[src/rtl/i2s_tx_framer.sv]
`default_nettype none
// ============================================================================
// Module : i2s_tx_framer
// Desc   : I2S master transmitter. Buffers stereo PCM pairs in a FIFO and
//          serializes Philips-format frames. Optional: I2S_TX_HOLD_ON_UNDERRUN_EN
// Rev    : 1.0  initial release
// ============================================================================
module i2s_tx_framer #(
  parameter int BCLK_DIV    = 4,
  parameter int FIFO_AW     = 3,
  parameter int PRIME_LEVEL = 4
) (
  input  logic               clk,
  input  logic               reset,
  input  logic               audio_en,
  input  logic               status_clr,
  input  logic               l_data_en,
  input  logic               r_data_en,
  input  logic [23:0]        l_data,
  input  logic [23:0]        r_data,
  output logic               bclk,
  output logic               lrclk,
  output logic               s_data,
  output logic               frame_stb,
  output logic [FIFO_AW:0]   fifo_level,
  output logic               overrun,
  output logic               underrun
);

  localparam int                 c_depth    = 2 ** FIFO_AW;
  localparam int                 c_div_w    = $clog2(BCLK_DIV);
  localparam logic [c_div_w-1:0] c_div_last = c_div_w'(BCLK_DIV - 1);
  localparam logic [FIFO_AW:0]   c_full     = (FIFO_AW + 1)'(c_depth);
  localparam logic [FIFO_AW:0]   c_prime    = (FIFO_AW + 1)'(PRIME_LEVEL);

  typedef enum logic [1:0] {
    ST_IDLE  = 2'd0,
    ST_PRIME = 2'd1,
    ST_RUN   = 2'd2
  } state_t;

  state_t               r_state;
  state_t               w_state_next;

  logic [23:0]          r_hold;
  logic [47:0]          r_mem [c_depth];
  logic [FIFO_AW-1:0]   r_wr_ptr;
  logic [FIFO_AW-1:0]   r_rd_ptr;
  logic [FIFO_AW:0]     r_level;
  logic [c_div_w-1:0]   r_div;
  logic [5:0]           r_bit;
  logic                 r_bclk;
  logic                 r_lrclk;
  logic                 r_sdata;
  logic                 r_stb;
  logic [47:0]          r_word;
  logic                 r_ovr;
  logic                 r_und;

  logic                 w_run;
  logic                 w_fall;
  logic                 w_pop_evt;
  logic                 w_active;
  logic                 w_full;
  logic                 w_empty;
  logic                 w_wr_req;
  logic                 w_wr;
  logic                 w_pop;
  logic                 w_ovr_set;
  logic                 w_und_set;
  logic [23:0]          w_hold_next;
  logic [5:0]           w_bit_next;
  logic [4:0]           w_p;
  logic [4:0]           w_bit_idx;
  logic [23:0]          w_half;
  logic                 w_sdata_next;
  logic [47:0]          w_underrun_word;
  logic [FIFO_AW:0]     w_level_next;

  assign w_run     = (r_state == ST_RUN);
  assign w_fall    = w_run && (r_div == c_div_last) && r_bclk;
  assign w_pop_evt = w_fall && (r_bit == 6'd63);
  assign w_active  = audio_en && (r_state != ST_IDLE);
  assign w_full    = (r_level == c_full);
  assign w_empty   = (r_level == '0);
  assign w_wr_req  = w_active && r_data_en;
  assign w_wr      = w_wr_req && !w_full;
  assign w_ovr_set = w_wr_req && w_full;
  assign w_pop     = audio_en && w_pop_evt && !w_empty;
  assign w_und_set = audio_en && w_pop_evt && w_empty;

  // A same-cycle left strobe travels with the right sample
  assign w_hold_next = l_data_en ? l_data : r_hold;

  // Serial bit for the slot position reached at the next falling bclk edge
  assign w_bit_next   = r_bit + 6'd1;
  assign w_p          = w_bit_next[4:0];
  assign w_bit_idx    = 5'd24 - w_p;
  assign w_half       = w_bit_next[5] ? r_word[23:0] : r_word[47:24];
  assign w_sdata_next = ((w_p != 5'd0) && (w_p <= 5'd24)) ? w_half[w_bit_idx] : 1'b0;

`ifdef I2S_TX_HOLD_ON_UNDERRUN_EN
  assign w_underrun_word = r_word;
`else
  assign w_underrun_word = '0;
`endif

  always_comb begin
    w_level_next = r_level;
    case ({w_wr, w_pop})
      2'b10:   w_level_next = r_level + (FIFO_AW + 1)'(1);
      2'b01:   w_level_next = r_level - (FIFO_AW + 1)'(1);
      default: w_level_next = r_level;
    endcase
  end

  always_comb begin
    w_state_next = r_state;
    if (!audio_en) begin
      w_state_next = ST_IDLE;
    end else begin
      case (r_state)
        ST_IDLE:  w_state_next = ST_PRIME;
        ST_PRIME: if (r_level >= c_prime) w_state_next = ST_RUN;
        ST_RUN:   w_state_next = ST_RUN;
        default:  w_state_next = ST_IDLE;
      endcase
    end
  end

  always_ff @(posedge clk or posedge reset) begin
    if (reset) r_state <= ST_IDLE;
    else       r_state <= w_state_next;
  end

  always_ff @(posedge clk) begin
    if (w_wr) r_mem[r_wr_ptr] <= {w_hold_next, r_data};
  end

  always_ff @(posedge clk or posedge reset) begin
    if (reset) begin
      r_hold   <= '0;
      r_wr_ptr <= '0;
      r_rd_ptr <= '0;
      r_level  <= '0;
      r_div    <= '0;
      r_bit    <= '0;
      r_bclk   <= 1'b0;
      r_lrclk  <= 1'b0;
      r_sdata  <= 1'b0;
      r_stb    <= 1'b0;
      r_word   <= '0;
      r_ovr    <= 1'b0;
      r_und    <= 1'b0;
    end else begin
      r_hold <= w_hold_next;
      r_ovr  <= w_ovr_set | (r_ovr & ~status_clr);
      r_und  <= w_und_set | (r_und & ~status_clr);
      r_stb  <= 1'b0;
      if (!audio_en || (r_state == ST_IDLE)) begin
        r_wr_ptr <= '0;
        r_rd_ptr <= '0;
        r_level  <= '0;
        r_div    <= '0;
        r_bit    <= '0;
        r_bclk   <= 1'b0;
        r_lrclk  <= 1'b0;
        r_sdata  <= 1'b0;
        r_word   <= '0;
      end else begin
        if (w_wr)  r_wr_ptr <= r_wr_ptr + FIFO_AW'(1);
        if (w_pop) r_rd_ptr <= r_rd_ptr + FIFO_AW'(1);
        r_level <= w_level_next;
        // Priming preloads bit 63 so the first falling edge wraps and pops
        if (!w_run) begin
          r_div   <= '0;
          r_bit   <= 6'd63;
          r_bclk  <= 1'b0;
          r_lrclk <= 1'b0;
          r_sdata <= 1'b0;
        end else if (r_div == c_div_last) begin
          r_div  <= '0;
          r_bclk <= ~r_bclk;
          if (r_bclk) begin
            r_bit   <= w_bit_next;
            r_lrclk <= w_bit_next[5];
            r_sdata <= w_sdata_next;
            if (w_pop_evt) begin
              r_stb  <= 1'b1;
              r_word <= w_pop ? r_mem[r_rd_ptr] : w_underrun_word;
            end
          end
        end else begin
          r_div <= r_div + c_div_w'(1);
        end
      end
    end
  end

  assign bclk       = r_bclk;
  assign lrclk      = r_lrclk;
  assign s_data     = r_sdata;
  assign frame_stb  = r_stb;
  assign fifo_level = r_level;
  assign overrun    = r_ovr;
  assign underrun   = r_und;

endmodule
`default_nettype wire

[config.mk]
export PLATFORM = sky130hd
export DESIGN_NAME = i2s_tx_framer
export DESIGN_NICKNAME = d
export VERILOG_FILES = /design/src/rtl/i2s_tx_framer.sv
export SDC_FILE = /design/constraint.sdc
export NUM_CORES = 1
export LEC_CHECK = 0
export ABC_AREA = 1
export CORE_UTILIZATION = 45
export DETAILED_ROUTE_END_ITERATION = 10
export HOLD_SLACK_MARGIN = 0.03
export SYNTH_ARGS = -nofsm -noshare
export SYNTH_HDL_FRONTEND = slang
export SYNTH_SLANG_ARGS = --single-unit
export TNS_END_PERCENT = 50
[constraint.sdc]
create_clock -name clk -period 3.5 [get_ports clk]
set_clock_uncertainty 0.15 [all_clocks]
set_input_delay 0.35 -clock clk [delete_from_list [all_inputs] [get_ports clk]]
set_output_delay 0.35 -clock clk [all_outputs]
set_load 0.02 [all_outputs]
# Yosys cells after proc, flatten, opt, wreduce, memory -nomap -nowiden
# Memories as Yosys holds them, arrays and structs flattened.
# Cells that the tools add are included.
# W data, S select, Z words.
[word_totals]
reg_bits = 98
ramBits = 384
input_bits = 54
out_inout_bits = 10
word_cells = 114
memories = 1
[mem_list]
columns = ["name", "words", "word_bits", "read_ports", "rd_clocked_by_memory_dff", "write_ports", "line", "source"]
rows = [
  ["r_mem", 8, 48, 1, 0, 1, "46", "logic [47:0] r_mem [c_depth];"],
]
[classes]
addsub = 7
n_lt_le_gt_ge = 3
n_eq_ne = 10
muxes = 45
bitwise = 6
n_reduce_logical = 28
[op_table]
columns = ["cell", "count"]
rows = [
  ["$mux W48", 6],
  ["$mux W24", 2],
  ["$mux W6", 4],
  ["$mux W1", 20],
  ["$reduce_bool A2 Y1", 7],
  ["$mux W3", 4],
  ["$logic_and A1 B1 Y1", 11],
  ["$mux W2", 5],
  ["$pmux W4 S2", 1],
  ["$add A3 B1 Y3 const B", 2],
  ["$add A6 B1 Y6 const B", 1],
  ["$eq A2 B2 Y1 const B", 3],
  ["$eq A6 B6 Y1 const B", 1],
  ["$lt A5 B6 Y1 const B", 1],
  ["$pmux W2 S3", 1],
  ["$bmux W1 S5", 1],
  ["$le A5 B5 Y1 const B", 1],
  ["$reduce_bool A5 Y1", 1],
  ["$sub A5 B5 Y5 const A", 1],
  ["$add A4 B1 Y4 const B", 1],
  ["$eq A2 B1 Y1 const B", 2],
  ["$eq A4 B4 Y1 const B", 1],
  ["$ge A4 B3 Y1 const B", 1],
  ["$logic_not A4 Y1", 1],
  ["15 further kinds", 20],
]

# Longest topological paths before layout
# Gate-level depths: netlist of the first run.
[logic_depth]
ltp_word = 12
depth_mapped = 16
ltp_nobuf = 14

# Worst setup path before layout of the first run
# No wires, ideal clock.
[synth_path]
kind = "flip-flop to flip-flop"
startpoint = "reg r_state[0]"
endpoint = "mem r_mem[0][0], enable pin"
setup_time_ps = 454
arrival_ps = 3229
t_required_ps = 2896
setup_slack_ps = -332
path_stages_with_launch = 8
path_buffers = 0
period_less_slack_ps = 3832
path_cell_list = "dfrtp_1 -> inv_1 -> ha_1 -> nor2_1 -> nand2_1 -> nor2_1 -> nand2_1 -> nor2_1"
[synth_via]
elab_chain_len = 6
[synth_lines]
columns = ["element", "line", "source"]
rows = [
  ["start: declaration", "42", "state_t r_state;"],
  ["start signal: assignment", "133", "else r_state <= w_state_next;"],
  ["$reduce_bool A2 Y1", "83", "assign w_active = audio_en && (r_state != ST_IDLE);"],
  ["$logic_and A1 B1 Y1", "83", ""],
  ["$logic_and A1 B1 Y1", "86", "assign w_wr_req = w_active && r_data_en;"],
  ["$logic_and A1 B1 Y1", "87", "assign w_wr = w_wr_req && !w_full;"],
  ["$mux W1", "137", "if (w_wr) r_mem[r_wr_ptr] <= {w_hold_next, r_data};"],
  ["$mux W1 (implied by the code)", "137", ""],
  ["end: declaration", "46", ""],
]
# Every way passes these cells.

# Worst setup path in the final report of the first run
[layout_path]
startpoint = "reg r_state[0]"
endpoint = "reg r_level[3], in the netlist fifo_level[3]"
[layout_via]
elab_chain_len = 9
word_cells_on_any_way = 17
cone_classes = "eq/ne (3); mux (2); reduce/logical (12)"
[layout_lines]
columns = ["element", "line", "source"]
rows = [
  ["$eq A2 B2 Y1", "80", "assign w_run = (r_state == ST_RUN);"],
  ["$logic_and A1 B1 Y1 (2 in series)", "81", "assign w_fall = w_run && (r_div == c_div_last) && r_bclk;"],
  ["$logic_and A1 B1 Y1", "82", "assign w_pop_evt = w_fall && (r_bit == 6'd63);"],
  ["$logic_and A1 B1 Y1 (2 in series)", "89", "assign w_pop = audio_en && w_pop_evt && !w_empty;"],
  ["$eq A2 B1 Y1 / $eq A2 B2 Y1 (equally long branches)", "110", "case ({w_wr, w_pop})"],
  ["$pmux W4 S2", "110", ""],
  ["$mux W4", "160", "if (!audio_en || (r_state == ST_IDLE)) begin"],
  ["end signal: assignment", "173", "r_level <= w_level_next;"],
  ["end: declaration", "49", "logic [FIFO_AW:0] r_level;"],
]
# Several ways; a longest one is shown, not always the timed one.
# A chain may end at the register's enable or synchronous reset.

==> results of run 1 <==
==> worst max-delay path, cell delays in order, from the launching register on <==
cell and delay (ps):
dfrtp_1 380, inv_1 120, ha_1 230, inv_2 110
nor2_1 150, nand4_1 150, nor2_1 130, nand2_1 140
inv_1 180, ha_1 250, ha_1 290, nand3_1 100
nand3b_1 90, xor2_1 140, o22ai_1 80
==> layout by cell type, fill, tap and decap left out, types with 3 or more instances in the layout <==
cell type / Yosys / routed
edfxtp_1: 384 / 384
nand2_1: 215 / 215
o21ai_0: 168 / 168
nor2_1: 176 / 166
dfrtp_1: 98 / 96
nand3_1: 81 / 81
clkdlybuf4s50_1: 0 / 63
clkbuf_16: 0 / 51
a32o_1: 50 / 50
o221ai_1: 44 / 44
a21oi_1: 36 / 36
o22ai_1: 31 / 31
inv_1: 32 / 31
mux2_2: 24 / 24
o21ai_1: 19 / 19
buf_4: 7 / 17
clkinv_2: 0 / 13
buf_12: 0 / 13
ha_1: 12 / 12
nor2_4: 1 / 11
clkinv_1: 1 / 9
clkbuf_1: 63 / 7
xor2_1: 4 / 4
bufinv_16: 0 / 4
clkinvlp_4: 0 / 4
o211ai_1: 3 / 3
inv_2: 4 / 3
nand2_2: 3 / 3
clkbuf_8: 0 / 3
==> through the flow <==
stage,utilization [%],setup WS (ps)
after global placement,49.00,570.9
final,52.88,713.2
after floorplan,-,-332.4
after global routing,52.88,452.8
after detailed placement,49.00,555.9
after CTS,52.88,721.8
==> state kept, by name (all words and copies together), names as in the netlist <==
signal      flops
r_wr_ptr        3
fifo_level      4
underrun        1
r_state         2
r_div           2
r_mem         384
r_hold         24
r_rd_ptr        3
lrclk           1
overrun         1
frame_stb       1
bclk            1
r_word         48
s_data          1
r_bit           6
==> power groups by stage <==
stage          sequential [mW]  clock [mW]  combinational [mW]
2_1_floorplan             6.58           0               0.900
3_3_place_gp              6.61           0                1.29
3_5_place_dp              6.62           0                1.29
4_1_cts                   6.50        5.31                1.30
5_1_grt                   6.51        5.52                1.46
6_report                  6.50        5.21                1.29
==> final cells by class <==
| cell class | instances | area [sq um] | area share [%] |
|---|---|---|---|
| tap | 539 | 674.4 | 3.027 |
| timing repair buffer | 93 | 1018 | 4.571 |
| sequential | 482 | 13990 | 62.78 |
| inverter | 37 | 147.6 | 0.6626 |
| multi-input combinational | 887 | 4816 | 21.61 |
| clock inverter | 33 | 294.0 | 1.320 |
| clock buffer | 61 | 1344 | 6.031 |
==> logic make-up (layout without fill, tap and decap cells) <==
logic type / after synthesis / count (layout) / share of synthesized area (%)
simple gates: 488 / 488 / 10.37
flops: 482 / 482 / 72.47
xor+xnor: 6 / 6 / 0.2723
buf+inv: 136 / 224 / 2.963
fa+ha+maj: 12 / 12 / 0.7781
compound gates: 357 / 357 / 11.74
mux: 24 / 24 / 1.401
==> routing by layer <==
layer / wire (um) / global-route usage (%) / up-vias
met5: 0 / 0 / -
met3: 2135 / 3.186 / 76
met4: 1206 / 7.404 / 0
met1: 20490 / 29.61 / 6122
met2: 20560 / 33.14 / 308
li1: - / - / 5653
==> Yosys cell counts, types with 2 or more instances <==
library cell | count | area share, %
inv_1 | 32 | 0.62
buf_2 | 21 | 0.54
nor4_1 | 2 | 0.065
inv_2 | 4 | 0.078
mux2_2 | 24 | 1.4
nand3b_1 | 2 | 0.078
o211ai_1 | 3 | 0.12
buf_1 | 6 | 0.12
o21ai_1 | 19 | 0.49
nand2_1 | 215 | 4.2
nand2_2 | 3 | 0.097
nor3_1 | 2 | 0.052
clkbuf_1 | 63 | 1.2
ha_1 | 12 | 0.78
o22ai_1 | 31 | 1.0
a21oi_1 | 36 | 0.93
dfrtp_1 | 98 | 13
buf_4 | 7 | 0.27
nor2_1 | 176 | 3.4
xnor2_1 | 2 | 0.091
nand3_1 | 81 | 2.1
o221ai_1 | 44 | 2.0
a32o_1 | 50 | 2.6
o21a_1 | 2 | 0.078
xor2_1 | 4 | 0.18
nand3_2 | 2 | 0.10
o21ai_0 | 168 | 4.4
edfxtp_1 | 384 | 60
==> worst max path at each step <==
stage,start,cells past startpoint,end
final,r_state[0]$_DFFE_PP0P_,14,fifo_level[3]$_DFFE_PP0P_
after global routing,r_state[0]$_DFFE_PP0P_,14,fifo_level[2]$_DFFE_PP0P_
after CTS,r_state[0]$_DFFE_PP0P_,14,fifo_level[3]$_DFFE_PP0P_
after detailed placement,audio_en,8,r_mem[3][37]$_DFFE_PP_
after global placement,audio_en,8,r_mem[3][36]$_DFFE_PP_
after floorplan,r_state[0]$_DFFE_PP0P_,7,r_mem[0][0]$_DFFE_PP_
==> run_results.csv, run 1 <==
group,metric,value,unit
synthesis,syn_inst,1505,
layout,fin_area,22280,sq um
synthesis,synth_edf_count,384,
power_and_ir_drop,seqPwrFrac,50.0,%
routing,vias,12159,
hold_path,min_path_type,"in -> async",
clocking,postCtsSetupBuffers,0,
synthesis,avgSynthCellArea,12.82,sq um
setup_path,critPathKind,"reg -> reg",
routing,ant_nets,0,
routing,drtIter0Drc,985,
synthesis,netlist_area,19300,sq um
layout,antenna_cells,0,
clocking,ctsResizeCount,0,
place,dp.cells,2038,
clocking,cts.path.max_buffers,3,
timing,fin_crit,2787,ps
clocking,cts_tree,"built",
clocking,insertion_delay,590,ps
floorplanning,core,42130,sq um
setup_path,cp_max_fo,9,
layout,num-nets-final,1617,
setup_path,worst_setup_path_end_kind,"register",
timing,setup_viol,0,
status,run_status,"finished, final reports clean",
synthesis,synth_cell_types,40,
place,placed_area,20640,sq um
clocking,cts-root-buf,"clkbuf_16",
timing,fin_hold_ws,55.09,ps
grt,antenna_found_initial,0,
power_and_ir_drop,p_leak,7.874,nW
clocking,cts_sinks,482,
floorplanning,dieWidth,209.1,um
floorplanning,die_area,43710,sq um
synthesis,synth_nets,1571,
layout,fillers,3474,
floorplanning,num_rows,75,
synthesis,synth_seq_area_share,72.47,%
layout,final_cells,2132,
setup_path,startpoint_type,"register",
clocking,h-tree-depth,2,
timing,final.setup.tns,0,ps
power_and_ir_drop,ir_drop,0.0003122,V
layout,area_growth,15.48,%
setup_path,cp.arrival,3100,ps
clocking,cts_hold_repair.buffers,0,
grt,grt_max_degree,123,
routing,drcViolationCount,0,
synthesis,synthFlopType,"edfxtp_1",
floorplanning,io_pins,64,
timing,worst-slew-pin-transition,906.2,ps
setup_path,cp.required,3820,ps
grt,grt_overflow_total,0,
place,io_buffers,63,
timing,finalCritPeriodShare,79.62,%
routing,routed_wirelength,44.39,mm
place,place_congestion,0.8658,
power_and_ir_drop,combPwrFrac,9.9,%
synthesis,ys_ff_latch,482,
timing,rsz0062_at_grt,"no",
routing,vias_per_cell,5.703,
power_and_ir_drop,p_per_area,583.6,nW/um^2
setup_path,ff2ff_path_depth,14,
setup_path,r2r-end,"fifo_level[3]$_DFFE_PP0P_",
synthesis,ys.warnings.count,0,
timing,finalHoldViolCount,0,
clocking,clkSlewWorstSetupHoldPaths,60,ps
floorplanning,die_h,209.1,um
timing,slew-limit-headroom,39.59,%
power_and_ir_drop,power.internal,9.852,mW
grt,grt_util_all_layers,20.96,%
setup_path,regToRegStartpoint,"r_state[0]$_DFFE_PP0P_",
power_and_ir_drop,clockPowerShare,40.1,%
clocking,numCtsBuffers,50,
place,dpl.hpwl,24.03,mm
power_and_ir_drop,power.total,13.00,mW
grt,grt_pass1_wl,70.39,mm
power_and_ir_drop,p_switching,3.152,mW
routing,firstDrtPassIters,7,
floorplanning,start_util,45.80,%
power_and_ir_drop,p_sw_share,24.24,%
grt,grt_pass1_vias,12161,
setup_path,reg2reg_slack,710,ps
synthesis,async_flop_share,20.33,%
routing,drt-wirelength-per-cell,20.82,um
timing,max_freq,0.3588,GHz
layout,layout-drive-gt1-share,10.04,%
timing,maxSlewViolCount,0,
flow_run,max_cap_viol_count,0,
(Power assumes the default switching activity.)
==> run 2, diff against run 1 <==
==> constraint.sdc (replaced) <==
create_clock -name clk -period 2.8 [get_ports clk]
set_clock_uncertainty 0.15 [all_clocks]
set_input_delay 0.28 -clock clk [delete_from_list [all_inputs] [get_ports clk]]
set_output_delay 0.28 -clock clk [all_outputs]
set_load 0.02 [all_outputs]
==> run_results.csv, run 2 (synthesis results as in run 1) <==
group,metric,value,unit
status,run_status,"finished, final reports clean",
floorplanning,dieWidth,209.1,um
hold_path,min_path_type,"in -> reg",
layout,area_growth,16.06,%
setup_path,regToRegStartpoint,"r_state[0]$_DFFE_PP0P_",
routing,drt-wirelength-per-cell,21.23,um
setup_path,crit_start,"r_state[0]$_DFFE_PP0P_",
setup_path,reg2reg_slack,300,ps
place,dpl.hpwl,26.16,mm
layout,num-nets-final,1628,
clocking,cts-root-buf,"clkbuf_16",
layout,largest_reg_flops,384,
hold_path,min_from,"status_clr",
timing,rsz0062_at_grt,"no",
timing,max_freq,0.4007,GHz
setup_path,critPathMaxStageDelay,390,ps
clocking,insertion_delay,590,ps
layout,regMostFlops,"r_mem",
routing,vias,12279,
layout,mostFrequentLayoutCell,"edfxtp_1",
layout,layout_common_cells,"edfxtp_1, nand2_1, o21ai_0",
timing,finalHoldViolCount,0,
layout,final_core_util,53.15,%
setup_path,cp_max_fo,9,
floorplanning,die_area,43710,sq um
floorplanning,core,42130,sq um
timing,finalCritPeriodShare,89.13,%
layout,reg.largest.list,"r_mem (384), r_word (48), r_hold (24)",
place,placed_area,20790,sq um
grt,grt_util_all_layers,21.35,%
grt,grt_overflow_total,0,
place,io_buffers,63,
timing,setup_viol,0,
layout,fillers,3486,
setup_path,cp_slowest_cell,"dfrtp_1",
timing,worst-slew-pin-transition,628.7,ps
grt,grt_pass1_vias,12164,
setup_path,worst_setup_path_end_kind,"register",
setup_path,critPathKind,"reg -> reg",
timing,maxSlewViolCount,0,
clocking,cts.path.max_buffers,3,
layout,layout-drive-gt1-share,10.61,%
setup_path,cpMostUsedCell,"inv_2",
routing,firstDrtPassIters,5,
layout,antenna_cells,0,
place,place_congestion,0.8841,
grt,grt_max_degree,108,
floorplanning,num_rows,75,
clocking,cts_tree,"built",
clocking,clkSlewWorstSetupHoldPaths,60,ps
setup_path,cp.required,3140,ps
grt,antenna_found_initial,0,
clocking,cts_sinks,482,
power_and_ir_drop,ir_drop,0.0004323,V
timing,slew-limit-headroom,58.09,%
clocking,numCtsBuffers,48,
routing,routed_wirelength,45.46,mm
timing,fin_crit,2496,ps
floorplanning,io_pins,64,
grt,grt_pass1_wl,71.47,mm
power_and_ir_drop,p_leak,7.923,nW
power_and_ir_drop,p_per_area,722.1,nW/um^2
flow_run,max_cap_viol_count,0,
setup_path,startpoint_type,"register",
setup_path,cp.arrival,2830,ps
routing,drcViolationCount,0,
routing,drtIter0Drc,1003,
floorplanning,start_util,45.80,%
routing,ant_nets,0,
clocking,h-tree-depth,2,
setup_path,cp_cell_sequence,"inv_2, ha_1, inv_2, nor2_2, nand4_1, nor2_1, nand2_1, inv_2, ha_4, ha_1, nand3_1, nand3b_1, xor2_1, o22ai_1",
routing,vias_per_cell,5.735,
floorplanning,die_h,209.1,um
layout,fin_area,22390,sq um
## run 2: path summary, 6_finish.rpt
path / depth (start not counted) / to
worst max register to register: 14 / fifo_level[3]$_DFFE_PP0P_
worst min register to register: 1 / r_div[0]$_DFF_PP0_
worst max-delay path: 14 / fifo_level[3]$_DFFE_PP0P_
worst min-delay path: 2 / underrun$_DFF_PP0_
max in group asynchronous: 4 / r_hold[10]$_DFF_PP0_
min in group asynchronous: 3 / fifo_level[0]$_DFFE_PP0P_
## run 2: report_power, final
group	internal [mW]	total [mW]	switching (mW)	leakage [nW]
Clock	3.72	6.38	2.67	0.772
Sequential	8.02	8.13	0.109	4.76
Combinational	0.511	1.66	1.15	2.39
## run 2: what timing repair did
action | in CTS | in global routing
setup buffers | 0 | 1
hold endpoints to repair | 44 | 0
endpoints found under the setup margin | 0 | 3
hold buffers | 1 | 0
resized for setup | 0 | 5
## run 2: critical path: cells and delay by family, from the launching register on
family,cells,cell delay [ps]
and+or+nand+nor,6,700
adders and majority gates,3,590
DFF,1,390
buffers and inverters,3,290
xor gates and xnor gates,1,150
AOI/OAI and AO/OA,1,130
## run 2: through the flow
stage	cells	hold WS (ps)	setup TNS [ps]	setup slack (ps)	power, mW
after global placement	2049	278.3	0	107.4	9.888
after detailed placement	2049	284.6	0	66.73	9.913
after global routing	2141	163.9	0	29.83	16.73
final	2141	164.6	0	304.5	16.17
after CTS	2140	136.4	0	104.1	16.27
after floorplan	1505	226.4	-124290	-281.0	9.353
## run 2: cell type report
cell class	instances	area, sq um	share of cell area (%)
Sequential cell	482	13990	62.46
Multi-Input combinational cell	887	4831	21.57
Clock buffer	75	1435	6.409
Timing Repair Buffer	106	1181	5.274
Tap cell	539	674.4	3.012
Inverter	37	147.6	0.6593
Clock inverter	15	136.4	0.6090
## run 2: routing by layer
| layer | global-route usage (%) | wire length, um | part of all wire, % | vias to the layer above |
|---|---|---|---|---|
| met2 | 33.91 | 21310 | 47 | 336 |
| li1 | - | - | - | 5673 |
| met4 | 7.353 | 1124 | 2.5 | 0 |
| met3 | 2.810 | 2181 | 4.8 | 67 |
| met5 | 0 | 0 | 0 | - |
| met1 | 30.41 | 20850 | 46 | 6203 |
